## src/rtl/decode_stage.sv

```systemverilog
`default_nettype none
// ============================================================================
// Module  : decode_stage
// Purpose : Decode stage for the 16-bit-instruction core. It holds the
//           register file, decodes instructions into one registered
//           valid/ready output slot, and handles load-use stalls, branch
//           flush and the writeback port.
// Option  : WB_BYPASS_EN forwards writeback data to the same-cycle operand
//           reads. When it is not defined, a writeback to a source register
//           causes a one-cycle stall instead.
// Rev     : 1.0  initial release
// ============================================================================
module decode_stage #(
  parameter int DATA_W   = 32,
  parameter int PC_W     = 16,
  parameter int NUM_REGS = 16
) (
  input  logic              clk,
  input  logic              rst_n,
  input  logic              in_valid,
  output logic              in_ready,
  input  logic [PC_W-1:0]   in_pc,
  input  logic [15:0]       in_inst,
  input  logic              flush,
  input  logic              wb_en,
  input  logic [3:0]        wb_addr,
  input  logic [DATA_W-1:0] wb_data,
  output logic              out_valid,
  input  logic              out_ready,
  output logic [PC_W-1:0]   out_pc,
  output logic [DATA_W-1:0] out_opa,
  output logic [DATA_W-1:0] out_opb,
  output logic [3:0]        out_rd,
  output logic [2:0]        out_alu_ctrl,
  output logic [4:0]        out_ctrl
);

  localparam int         c_AW   = (NUM_REGS > 1) ? $clog2(NUM_REGS) : 1;
  localparam logic [4:0] c_NREG = 5'(NUM_REGS);
  localparam logic [2:0] c_ALU_ADD = 3'd0, c_ALU_SUB = 3'd1, c_ALU_AND = 3'd2,
                         c_ALU_OR  = 3'd3, c_ALU_PASSB = 3'd4;

  logic [DATA_W-1:0] r_regs [NUM_REGS];

  logic [3:0]        w_op, w_rs, w_rq;
  logic              w_use_rs, w_use_rq, w_use_imm;
  logic [2:0]        w_alu;
  logic [4:0]        w_ctrl;
  logic [DATA_W-1:0] w_imm, w_opa, w_opb;
  logic              w_load_use, w_wb_stall, w_hazard, w_accept, w_wb_hit;

  function automatic logic [DATA_W-1:0] f_read(input logic [3:0] a);
    logic [DATA_W-1:0] v;
    v = '0;
    if (a != 4'd0 && {1'b0, a} < c_NREG) begin
      v = r_regs[a[c_AW-1:0]];
`ifdef WB_BYPASS_EN
      if (wb_en && wb_addr == a) v = wb_data;
`endif
    end
    return v;
  endfunction

  assign w_op = in_inst[15:12];
  assign w_rs = in_inst[7:4];
  assign w_rq = in_inst[3:0];

  always_comb begin
    w_use_rs  = 1'b0;
    w_use_rq  = 1'b0;
    w_use_imm = 1'b0;
    w_alu     = c_ALU_ADD;
    w_ctrl    = 5'b00000;
    w_imm     = {{(DATA_W-4){in_inst[3]}}, in_inst[3:0]};
    case (w_op)
      4'd0: begin w_use_rs = 1'b1; w_use_rq = 1'b1; w_ctrl = 5'b00001; end
      4'd1: begin w_use_rs = 1'b1; w_use_rq = 1'b1; w_alu = c_ALU_SUB; w_ctrl = 5'b00001; end
      4'd2: begin w_use_rs = 1'b1; w_use_rq = 1'b1; w_alu = c_ALU_AND; w_ctrl = 5'b00001; end
      4'd3: begin w_use_rs = 1'b1; w_use_rq = 1'b1; w_alu = c_ALU_OR;  w_ctrl = 5'b00001; end
      4'd4: begin w_use_rs = 1'b1; w_use_imm = 1'b1; w_ctrl = 5'b00001; end
      4'd5: begin w_use_rs = 1'b1; w_use_imm = 1'b1; w_ctrl = 5'b10001; end
      4'd6: begin w_use_rs = 1'b1; w_use_imm = 1'b1; w_ctrl = 5'b01000; end
      4'd7: begin w_use_rs = 1'b1; w_use_rq = 1'b1; w_alu = c_ALU_SUB; w_ctrl = 5'b00100; end
      4'd8: begin
        w_use_imm = 1'b1;
        w_alu     = c_ALU_PASSB;
        w_ctrl    = 5'b00010;
        w_imm     = {{(DATA_W-12){in_inst[11]}}, in_inst[11:0]};
      end
      default: ;
    endcase
  end

  // Operands of sources the opcode does not use are forced to zero.
  assign w_opa = w_use_rs ? f_read(w_rs) : '0;
  assign w_opb = w_use_imm ? w_imm : (w_use_rq ? f_read(w_rq) : '0);

  assign w_load_use = out_valid && out_ctrl[4] && out_rd != 4'd0 && in_valid &&
                      ((w_use_rs && out_rd == w_rs) || (w_use_rq && out_rd == w_rq));
`ifdef WB_BYPASS_EN
  assign w_wb_stall = 1'b0;
`else
  assign w_wb_stall = in_valid && wb_en && wb_addr != 4'd0 &&
                      ((w_use_rs && wb_addr == w_rs) || (w_use_rq && wb_addr == w_rq));
`endif
  assign w_hazard = w_load_use || w_wb_stall;
  assign in_ready = (!out_valid || out_ready) && !w_hazard && !flush;
  assign w_accept = in_valid && in_ready;
  assign w_wb_hit = wb_en && wb_addr != 4'd0 && {1'b0, wb_addr} < c_NREG;

  always_ff @(posedge clk or negedge rst_n) begin
    if (!rst_n) begin
      for (int i = 0; i < NUM_REGS; i++) r_regs[i] <= '0;
    end else if (w_wb_hit) begin
      r_regs[wb_addr[c_AW-1:0]] <= wb_data;
    end
  end

  // Flush outranks accept; a held slot keeps every field stable.
  always_ff @(posedge clk or negedge rst_n) begin
    if (!rst_n) begin
      out_valid    <= 1'b0;
      out_pc       <= '0;
      out_opa      <= '0;
      out_opb      <= '0;
      out_rd       <= 4'd0;
      out_alu_ctrl <= 3'd0;
      out_ctrl     <= 5'd0;
    end else if (flush) begin
      out_valid <= 1'b0;
    end else if (w_accept) begin
      out_valid    <= 1'b1;
      out_pc       <= in_pc;
      out_opa      <= w_opa;
      out_opb      <= w_opb;
      out_rd       <= in_inst[11:8];
      out_alu_ctrl <= w_alu;
      out_ctrl     <= w_ctrl;
    end else if (out_ready) begin
      out_valid <= 1'b0;
    end
  end

endmodule
`default_nettype wire

```

## config.mk

```make
export PLATFORM = sky130hd
export DESIGN_NAME = decode_stage
export DESIGN_NICKNAME = d
export VERILOG_FILES = /design/src/rtl/decode_stage.sv
export SDC_FILE = /design/constraint.sdc
export NUM_CORES = 1
export LEC_CHECK = 0
export CAP_MARGIN = 5
export CORE_MARGIN = 4
export CORE_UTILIZATION = 55
export CTS_BUF_LIST = sky130_fd_sc_hd__clkbuf_8
export DETAILED_ROUTE_END_ITERATION = 8
export PLACE_DENSITY_LB_ADDON = 0.12
export SYNTH_ARGS = -nofsm -noshare
export SYNTH_HDL_FRONTEND = slang
export SYNTH_SLANG_ARGS = --single-unit
```

## constraint.sdc

```tcl
create_clock -name clk -period 5.3 [get_ports clk]
set_input_delay 1.06 -clock clk [delete_from_list [all_inputs] [get_ports clk]]
set_output_delay 1.06 -clock clk [all_outputs]
set_load 0.01 [all_outputs]
```

==> results of run 1 <==
layer usage:
metal | up-vias | global-route usage, % | wire [um]
met5 | - | 0 | 37
met2 | 681 | 44.0 | 39500
li1 | 7904 | - | -
met3 | 146 | 6.05 | 5970
met1 | 10300 | 40.5 | 36400
met4 | 6 | 7.98 | 2020
final cells by class:
class                      count  share of cell area (%)
clock inverter                49                   0.718
clock buffer                 137                    5.33
multi-input combinational   1164                    42.3
tap                          756                    2.67
sequential                   605                    42.8
inverter                       6                  0.0637
antenna                        1                 0.00707
timing repair buffer         216                    6.10
path summary, 6_finish.rpt:
| check | endpoint |
|---|---|
| setup / recovery | in_ready |
| hold / removal | out_opa[9] |
| setup reg to reg | out_opb[5] |
| hold reg to reg | r_regs[495] |
| max in group asynchronous | r_regs[442] |
| min in group clk | r_regs[495] |
power by group through the flow:
stage / combinational, mW / clock, mW / sequential (mW)
after floorplan: 2.18 / 0 / 6.20
after global placement: 2.99 / 0 / 6.32
after detailed placement: 3.06 / 0 / 6.39
after CTS: 3.07 / 4.39 / 6.32
after global routing: 3.28 / 4.61 / 6.46
final: 3.05 / 4.29 / 6.34
worst register-to-register path, stage by stage (launching register included):
cell      delay [ns]
dfrtp_1         0.53
xnor2_1         0.16
nand3_1         0.09
o32a_1          0.39
o221ai_4        0.23
buf_4           0.66
mux2_2          0.48
registers in the layout, summed over array words and instances, names as in the netlist:
signal        cells
out_alu_ctrl      3
out_opa          32
out_ctrl          5
r_regs          512
out_valid         1
out_rd            4
out_pc           16
out_opb          32
logic make-up after synthesis:
kind of cell              Yosys count  synth area share (%)
muxes                             905                  41.9
DFF                               605                  48.6
buffers and inverters             233                  3.82
AOI/OAI and AO/OA                 128                  3.17
and+or+nand+nor                   115                  2.10
xor gates and xnor gates           16                 0.449
cell usage after synthesis (3+ instances only):
cell      count
dfrtp_1     605
mux2_2      483
mux4_2      253
clkbuf_1    128
mux2i_1      74
a211oi_1     64
mux2_1       64
buf_2        45
nor2b_1      34
mux2_4       31
nand2_1      22
buf_1        17
buf_4        16
o221ai_1     16
nor2_1       15
buf_6        14
xnor2_1      14
a22oi_1      11
a21oi_1      10
nand2b_1      8
nand4_1       7
nand3_1       6
o211ai_1      6
inv_1         5
buf_8         4
nor3_1        4
and3b_1       3
buf_12        3
nand3b_1      3
o22ai_1       3
or3_1         3
==> key figures, run 1 <==
Synth
  • Synth area leaders: dfrtp_1, mux4_2, mux2_2
  • Warnings, synthesis: 0
  • Cell taking the most area after synthesis: dfrtp_1
  • Number of synthesized flops with an enable pin: 0
  • Net Count, Synth: 2076
  • Synth top area share: 48.6%
  • Post-Syn Area: 31200 um^2
  • Yosys reg bits: 605
  • Async SR Flop Fraction: 100%
  • Top FF cell, synth: dfrtp_1
  • Syn_area_per_cell: roughly 16 um^2
  • Post-synthesis cell count: 2002
  • Sequential area share after synthesis: approximately half
  • Library cells used by synthesis: 53

Cells and area
  • Util after Layout: 62.9%
  • Nets@finish: 2170
  • Post-route cell area: 35400 um^2
  • Post-Layout Cell Count: 2934
  • Share of layout cells above drive strength 1: 45.7%
  • Area of the multi-input gates: 15000 um^2
  • Most frequent cells in the layout: dfrtp_1, mux2_2, mux4_2
  • Register area: 15100 um^2
  • Commonest non-fill, non-tap cell in the layout: dfrtp_1
  • Fillers: about 4100
  • Area Overhead vs Synth: 13.5%

Clocking
  • Worst-skew pair later-pin latency: 0.69 ns
  • Clock Sink Count: 605
  • H-tree levels: 3
  • Setup Buffers After CTS: 0
  • CTS Hold Bufs: 0
  • CTS root buf: clkbuf_8
  • Post-CTS Resized: 0
  • CTS tree: yes
  • Total CTS buffers: slightly above 100
  • Clock Path Buffers: 3
  • Clk pin slew, worst setup/hold paths: 0.06 ns

Critical path
  • CP required: 4.24 ns
  • CP arrival: 3.41 ns
  • Slowest stage delay, CP: 0.58 ns
  • Reg2reg start: out_rd[0]
  • Buf/Inv on CP: 2
  • Cell repeated most along the worst path: clkdlybuf4s50_1
  • Worst setup SP type: input port
  • Top delay family on crit path: buffers and inverters
  • FF-to-FF path depth: 6
  • Crit path cell chain: clkdlybuf4s50_1, a21bo_2, nand2_1, o32a_1, o22ai_1, a21oi_1, clkdlybuf4s50_1
  • CP Class: input port to primary output
  • Worst Setup End Kind: primary output
  • Critical path fanouts, max: 6
  • Crit. path cell count: 7
  • CP Launch Point: in_inst[14]
  • Reg2reg setup slack: around 2.6 ns
  • Worst path slowest cell: clkdlybuf4s50_1

Timing
  • Unrepaired setup endpoints after global routing: false
  • Skew final: 0.0232 ns
  • Slew @ Worst Pin: 1.10 ns
  • Final Slew Violations: 0
  • Period Utilization, post-route: 84.4%
  • Setup ws final: 0.825 ns
  • Setup TNS: 0 ns
  • Hold_ws: 0.366 ns
  • Final Critical Period: 4.47 ns
  • Final Setup Violations: 0
  • Max_slew headroom: 26.6%
  • F_max: 0.223 GHz
  • Endpoints failing hold: 0

Die
  • IO Pins: 168
  • Die area: 60600 um^2
  • Die W: around 250 um
  • Row cnt: 87
  • Die H: ~250 um
  • Effective utilization at floorplan: between 50% and 60%
  • Core area: 56300 um^2

Outcome
  • Run status: finished, final reports clean

GRT
  • First-pass GRT wire length: approximately 130000 um
  • Largest net degree at the start of global routing: roughly 120
  • Remaining Overflow, GRT: 0
  • Initial antenna violation count: 4
  • Vias in the first global route: 20000
  • GRT Util Overall: 28.1%

Pwr
  • Worst IR Drop VDD: ~0.24 mV
  • Reg power frac: between 40% and 50%
  • Clock network fraction of total power: 31.4%
  • Sw Share: 27.2%
  • Total chip power: 13.7 mW
  • P_sw: 3.73 mW
  • PwrDens: 387 nW/um^2
  • Leakage: 15.0 nW
  • Combinational Power Share: 22.3%
  • Internal power: 9.95 mW

Placed design
  • Inst Count DP: 2747
  • Final Wtd Congestion: 0.808
  • Post-DP Area: 33200 um^2
  • Port bufs: 167
  • Pre-CTS setup slack: 0.855 ns
  • DP Wirelength: between 40000 and 50000 um

Drt
  • Drt total wl: about 84000 um
  • Initial DRC Count: 1295
  • Final antenna-violating net count: 0
  • WL/cell: 28.6 um
  • DR pass1 iterations: 5
  • Routed vias/inst: 6.50
  • # DRC: 0
  • DR vias: between 15000 and 20000

Hold path
  • Hold crit path type: input port to asynchronous set/reset pin

Job
  • Total of max-cap violations: 0
(Power assumes the default switching activity.)
==> run 2, diff against run 1 <==
==> constraint.sdc (replaced) <==
create_clock -name clk -period 3.9 [get_ports clk]
set_input_delay 0.78 -clock clk [delete_from_list [all_inputs] [get_ports clk]]
set_output_delay 0.78 -clock clk [all_outputs]
set_load 0.01 [all_outputs]
==> key figures, run 2 (synthesis results as in run 1) <==
Cells and area
  • Most frequent cells in the layout: dfrtp_1, mux2_2, mux4_2
  • Reg with most FFs: r_regs
  • Share of layout cells above drive strength 1: 46.8% (+1.1 points)
  • Fillers: 4085 (-1.1%)
  • Top Registers: r_regs (512), out_opa (32), out_opb (32)
  • Nets@finish: 2195 (+1.2%)
  • Max reg flops: 512 (unchanged)
  • Area Overhead vs Synth: 15.0%
  • Commonest non-fill, non-tap cell in the layout: dfrtp_1
  • Util after Layout: 63.7% (+0.85 points)
  • Post-route cell area: 35900 um^2 (+1.4%)
  • Post-Layout Cell Count: 2961 (+0.92%)

Timing
  • Setup ws final: 0.159 ns (-0.666 ns)
  • Hold_ws: 0.118 ns (-0.248 ns)
  • F_max: roughly 0.27 GHz
  • Max_slew headroom: 34.4% (+7.9 points)
  • Final Slew Violations: 0 (unchanged)
  • Final Critical Period: around 3.7 ns
  • Endpoints failing hold: 0 (unchanged)
  • Unrepaired setup endpoints after global routing: false
  • Setup TNS: 0 ns (unchanged)
  • Final Setup Violations: 0 (unchanged)
  • Slew @ Worst Pin: 0.975 ns (-0.126 ns)
  • Skew final: 0.0425 ns (+0.0193 ns)
  • Period Utilization, post-route: approximately 96%

Drt
  • DR vias: 19100 (+0.42%)
  • Top routing layer in use: met5
  • Initial DRC Count: 1535 (+19%)
  • WL met1: 36200 um (-0.48%)
  • Routed vias/inst: 6.47 (-0.50%)
  • WL/cell: 28.6 um (about the same)
  • Drt total wl: 84800 um (+0.99%)
  • WL met3: 5880 um (-1.5%)
  • DR pass1 iterations: 5 (unchanged)
  • Wire length on met2: 40500 um (+2.6%)
  • # DRC: 0 (unchanged)
  • Final antenna-violating net count: 0 (unchanged)

Clocking
  • Clk pin slew, worst setup/hold paths: 0.05 ns (about the same)
  • Total CTS buffers: 102 (-0.97%)
  • Clock Sink Count: 605 (unchanged)
  • H-tree levels: 3 (unchanged)
  • Worst-skew pair later-pin latency: 0.72 ns (+0.03 ns)
  • CTS root buf: clkbuf_8
  • Setup Buffers After CTS: 0 (unchanged)
  • CTS Hold Bufs: 0 (unchanged)
  • Clock Path Buffers: 3 (unchanged)
  • CTS tree: yes
  • Post-CTS Resized: 0 (unchanged)

GRT
  • First-pass GRT wire length: 131000 um (+2.5%)
  • Vias in the first global route: 20600 (+3.1%)
  • Initial antenna violation count: 6 (+2)
  • Largest net degree at the start of global routing: 130 (+5.7%)
  • Remaining Overflow, GRT: 0 (unchanged)
  • GRT Util Overall: 28.7% (+0.60 points)

Placed design
  • Inst Count DP: 2773 (+0.95%)
  • Final Wtd Congestion: 0.823 (+1.8%)
  • Pre-CTS setup slack: 0.164 ns (-0.691 ns)
  • DP Wirelength: 50600 um (+4.8%)
  • Post-DP Area: 33700 um^2 (+1.4%)
  • Port bufs: 167 (unchanged)

Job
  • Total of max-cap violations: 0 (unchanged)

Critical path
  • CP arrival: 2.96 ns (-0.45 ns)
  • Worst Setup End Kind: primary output
  • Critical path fanouts, max: 6 (unchanged)
  • CP Class: input port to primary output
  • CP required: 3.12 ns (-1.12 ns)
  • Worst setup SP type: input port

Die
  • Die H: 246 um (unchanged)
  • IO Pins: 168 (unchanged)
  • Row cnt: 87 (unchanged)
  • Effective utilization at floorplan: 55.4% (unchanged)
  • Die W: 246 um (unchanged)
  • Die area: 60600 um^2 (unchanged)
  • Core area: 56300 um^2 (unchanged)

Pwr
  • Leakage: 15.2 nW (+1.4%)
  • Total chip power: 18.7 mW (+37%)
  • PwrDens: 523 nW/um^2 (+35%)
  • Worst IR Drop VDD: 0.382 mV (+59%)

Outcome
  • Run status: finished, final reports clean

Hold path
  • Hold crit path type: input port to asynchronous set/reset pin
-- run 2: changes by cell type in the layout (fill, tap and decap cells not counted), moves of 2 or more --
cell,delta
clkinv_2,+13
nor3_2,+2
buf_4,+3
buf_12,+23
inv_6,+3
clkbuf_8,-7
nor3_4,-2
clkinv_8,+2
inv_1,-12
-- run 2: report_power, final --
part	internal [mW]	leakage [nW]	total, mW	switching, mW
Clock	3.22	1.24	5.91	2.69
Combinational	2.68	6.41	4.21	1.53
Sequential	7.63	7.53	8.62	0.986
Total	13.5	15.2	18.7	5.21
-- run 2: critical path: stages --
cell and delay [ns]:
clkdlybuf4s50_1 0.59, a21bo_2 0.28, nand2_1 0.15, o32a_1 0.25, o22ai_1 0.11, a21oi_1 0.23
clkdlybuf4s50_1 0.57
-- run 2: layout make-up --
type / count / area [um^2] / area share [%]
Sequential cell: 605 / 15100 / 42.2
Clock buffer: 130 / 1790 / 4.99
Antenna cell: 2 / 5.00 / 0.0140
Multi-Input combinational cell: 1164 / 14900 / 41.7
Clock inverter: 56 / 367 / 1.02
Inverter: 6 / 22.5 / 0.0628
Timing Repair Buffer: 242 / 2640 / 7.36
Tap cell: 756 / 946 / 2.64
-- run 2: final timing paths --
path,slack [ns],depth (start not counted),startpoint,endpoint
max in group asynchronous,2.72,2,rst_n,r_regs[182]
max reg2reg,1.57,6,out_rd[0],out_opb[23]
min in group clk,0.37,0,r_regs[497],r_regs[497]
min,0.12,1,rst_n,out_opa[9]
max,0.16,7,in_inst[14],in_ready
min reg2reg,0.37,0,r_regs[497],r_regs[497]
-- run 2: routing by layer --
layer | GRT usage (%) | vias up
li1 | - | 7936
met1 | 40.4 | 10300
met2 | 45.9 | 701
met3 | 6.15 | 154
met4 | 8.38 | 8
met5 | 0 | -
==> run 3, diff against run 2 <==
--- a/config.mk
+++ b/config.mk
@@ -5,12 +5,14 @@
 export SDC_FILE = /design/constraint.sdc
 export NUM_CORES = 1
 export LEC_CHECK = 0
-export CAP_MARGIN = 5
+export CAP_MARGIN = 20
 export CORE_MARGIN = 4
 export CORE_UTILIZATION = 55
 export CTS_BUF_LIST = sky130_fd_sc_hd__clkbuf_8
 export DETAILED_ROUTE_END_ITERATION = 8
+export GPL_TIMING_DRIVEN = 0
 export PLACE_DENSITY_LB_ADDON = 0.12
+export RECOVER_POWER = 25
 export SYNTH_ARGS = -nofsm -noshare
 export SYNTH_HDL_FRONTEND = slang
 export SYNTH_SLANG_ARGS = --single-unit
==> key figures, run 3 (synthesis results as in run 1) <==
Timing
  • Hold_ws: 0.455 ns (+0.337 ns)
  • Final Slew Violations: 93 (+93)
  • Period Utilization, post-route: 106% (+10 points)
  • Skew final: 0.0327 ns (-0.00975 ns)
  • Final Critical Period: 4.13 ns (+0.389 ns)
  • Endpoints failing hold: 0 (unchanged)
  • Max_slew headroom: -68.5% (-100 points)
  • F_max: 0.242 GHz (-9.4%)
  • Slew @ Worst Pin: 2.53 ns (+1.55 ns)
  • Final Setup Violations: 4 (+4)
  • Unrepaired setup endpoints after global routing: false
  • Setup ws final: -0.231 ns (-0.389 ns)

Cells and area
  • Reg with most FFs: r_regs
  • Nets@finish: 2346 (+6.9%)
  • Top Registers: r_regs (512), out_opa (32), out_opb (32)
  • Max reg flops: 512 (unchanged)
  • Area Overhead vs Synth: 15.7%
  • Share of layout cells above drive strength 1: 43.5% (-3.3 points)
  • Commonest non-fill, non-tap cell in the layout: dfrtp_1
  • Most frequent cells in the layout: dfrtp_1, mux2_2, mux4_2
  • Util after Layout: 64.1% (+0.36 points)

Critical path
  • Worst setup SP type: input port
  • CP required: 4.50 ns (+1.38 ns)
  • Reg2reg start: out_rd[0]
  • CP Launch Point: in_inst[15]
  • CP arrival: 4.73 ns (+1.77 ns)
  • Worst Setup End Kind: flop
  • CP Class: input port to flop
  • Critical path fanouts, max: 10 (+4)

Outcome
  • Violated checks: max-capacitance violations, max-slew violations, negative setup slack
  • Run status: finished, violations left

Clocking
  • Clk pin slew, worst setup/hold paths: 0.06 ns (about the same)
  • Clock Path Buffers: 3 (unchanged)
  • CTS root buf: clkbuf_8
  • CTS tree: yes
  • CTS Hold Bufs: 0 (unchanged)
  • Post-CTS Resized: 1 (+1)
  • H-tree levels: 3 (unchanged)
  • Total CTS buffers: 102 (unchanged)
  • Setup Buffers After CTS: 0 (unchanged)
  • Clock Sink Count: 605 (unchanged)
  • Worst-skew pair later-pin latency: 0.72 ns (about the same)

Drt
  • Final antenna-violating net count: 0 (unchanged)
  • Routed vias/inst: 6.58 (+1.8%)
  • Initial DRC Count: 1966 (+28%)
  • Drt total wl: 97300 um (+15%)
  • WL/cell: 31.2 um (+9.0%)
  • DR vias: 20500 (+7.1%)
  • # DRC: 0 (unchanged)
  • DR pass1 iterations: 5 (unchanged)

Placed design
  • DP Wirelength: 65600 um (+30%)
  • Final Wtd Congestion: 0.902 (+9.6%)
  • Pre-CTS setup slack: -0.561 ns (-0.725 ns)
  • Port bufs: 156 (-6.6%)

GRT
  • First-pass GRT wire length: 143000 um (+8.9%)
  • Initial antenna violation count: 4 (-2)
  • Vias in the first global route: 21400 (+3.9%)
  • GRT Util Overall: 32.5% (+3.8 points)
  • Remaining Overflow, GRT: 0 (unchanged)
  • Largest net degree at the start of global routing: 127 (-2.3%)

Die
  • Effective utilization at floorplan: 55.4% (unchanged)
  • IO Pins: 168 (unchanged)
  • Row cnt: 87 (unchanged)
  • Die W: 246 um (unchanged)
  • Core area: 56300 um^2 (unchanged)
  • Die H: 246 um (unchanged)
  • Die area: 60600 um^2 (unchanged)

Hold path
  • Worst Min Path Start: r_regs[497]
  • Hold crit path type: flop to flop

Pwr
  • PwrDens: 522 nW/um^2 (about the same)
  • Worst IR Drop VDD: 0.301 mV (-21%)
  • Leakage: 15.3 nW (+0.67%)

Job
  • Total of max-cap violations: 1 (+1)
## run 3: stage by stage
| step | cell area (um^2) | TNS, ns | power [mW] | instances |
|---|---|---|---|---|
| after floorplan | 31200 | 0 | 11.4 | 2002 |
| after global placement | 33700 | - | 12.8 | 2914 |
| after detailed placement | 33900 | -8.06 | 13.0 | 2922 |
| after CTS | 36000 | 0 | 18.8 | 3111 |
| after global routing | 36100 | 0 | 19.6 | 3114 |
| final | 36100 | -0.321 | 18.8 | 3116 |
## run 3: final timing paths
kind	end	slack [ns]	cells past startpoint
min in group asynchronous	out_ctrl[1]	0.81	1
max in group asynchronous	out_opb[26]	0.86	3
min	r_regs[497]	0.46	1
min reg2reg	r_regs[497]	0.46	1
max	out_opb[31]	-0.23	8
max reg2reg	out_opb[19]	1.52	7
## run 3: routing by layer
metal / wire length (um) / part of all wire, % / vias up / global-route usage, %
met1: 38000 / 39 / 10900 / 43.8
met2: 44400 / 46 / 1084 / 49.7
met5: 0 / 0 / - / 0
met4: 4470 / 4.6 / 0 / 13.8
met3: 10500 / 11 / 243 / 9.84
li1: - / - / 8239 / -
## run 3: layout make-up
type	instances	area, um^2
inverters	6	22.5
plain buffers	227	1170
multi-input cells	1164	14900
well taps	756	946
flip-flops and latches	605	15100
diodes	3	7.51
repair buffers	166	1770
clock inverters	49	214
clock buffers	140	1930
fillers	4155	20200
## run 3: report_power, final
group,internal (mW),total [mW],switching (mW)
sequential,7.63,8.62,0.989
combinational,2.69,4.38,1.69
clock,3.18,5.83,2.65
## run 3: worst max-delay path, cell delays in order
cell and delay (ns):
clkdlybuf4s50_1 0.47, buf_2 0.29, nor2b_1 0.14, a21oi_1 0.78, a21o_1 0.38, clkbuf_1 0.90
o221ai_1 0.56, mux2_2 0.42
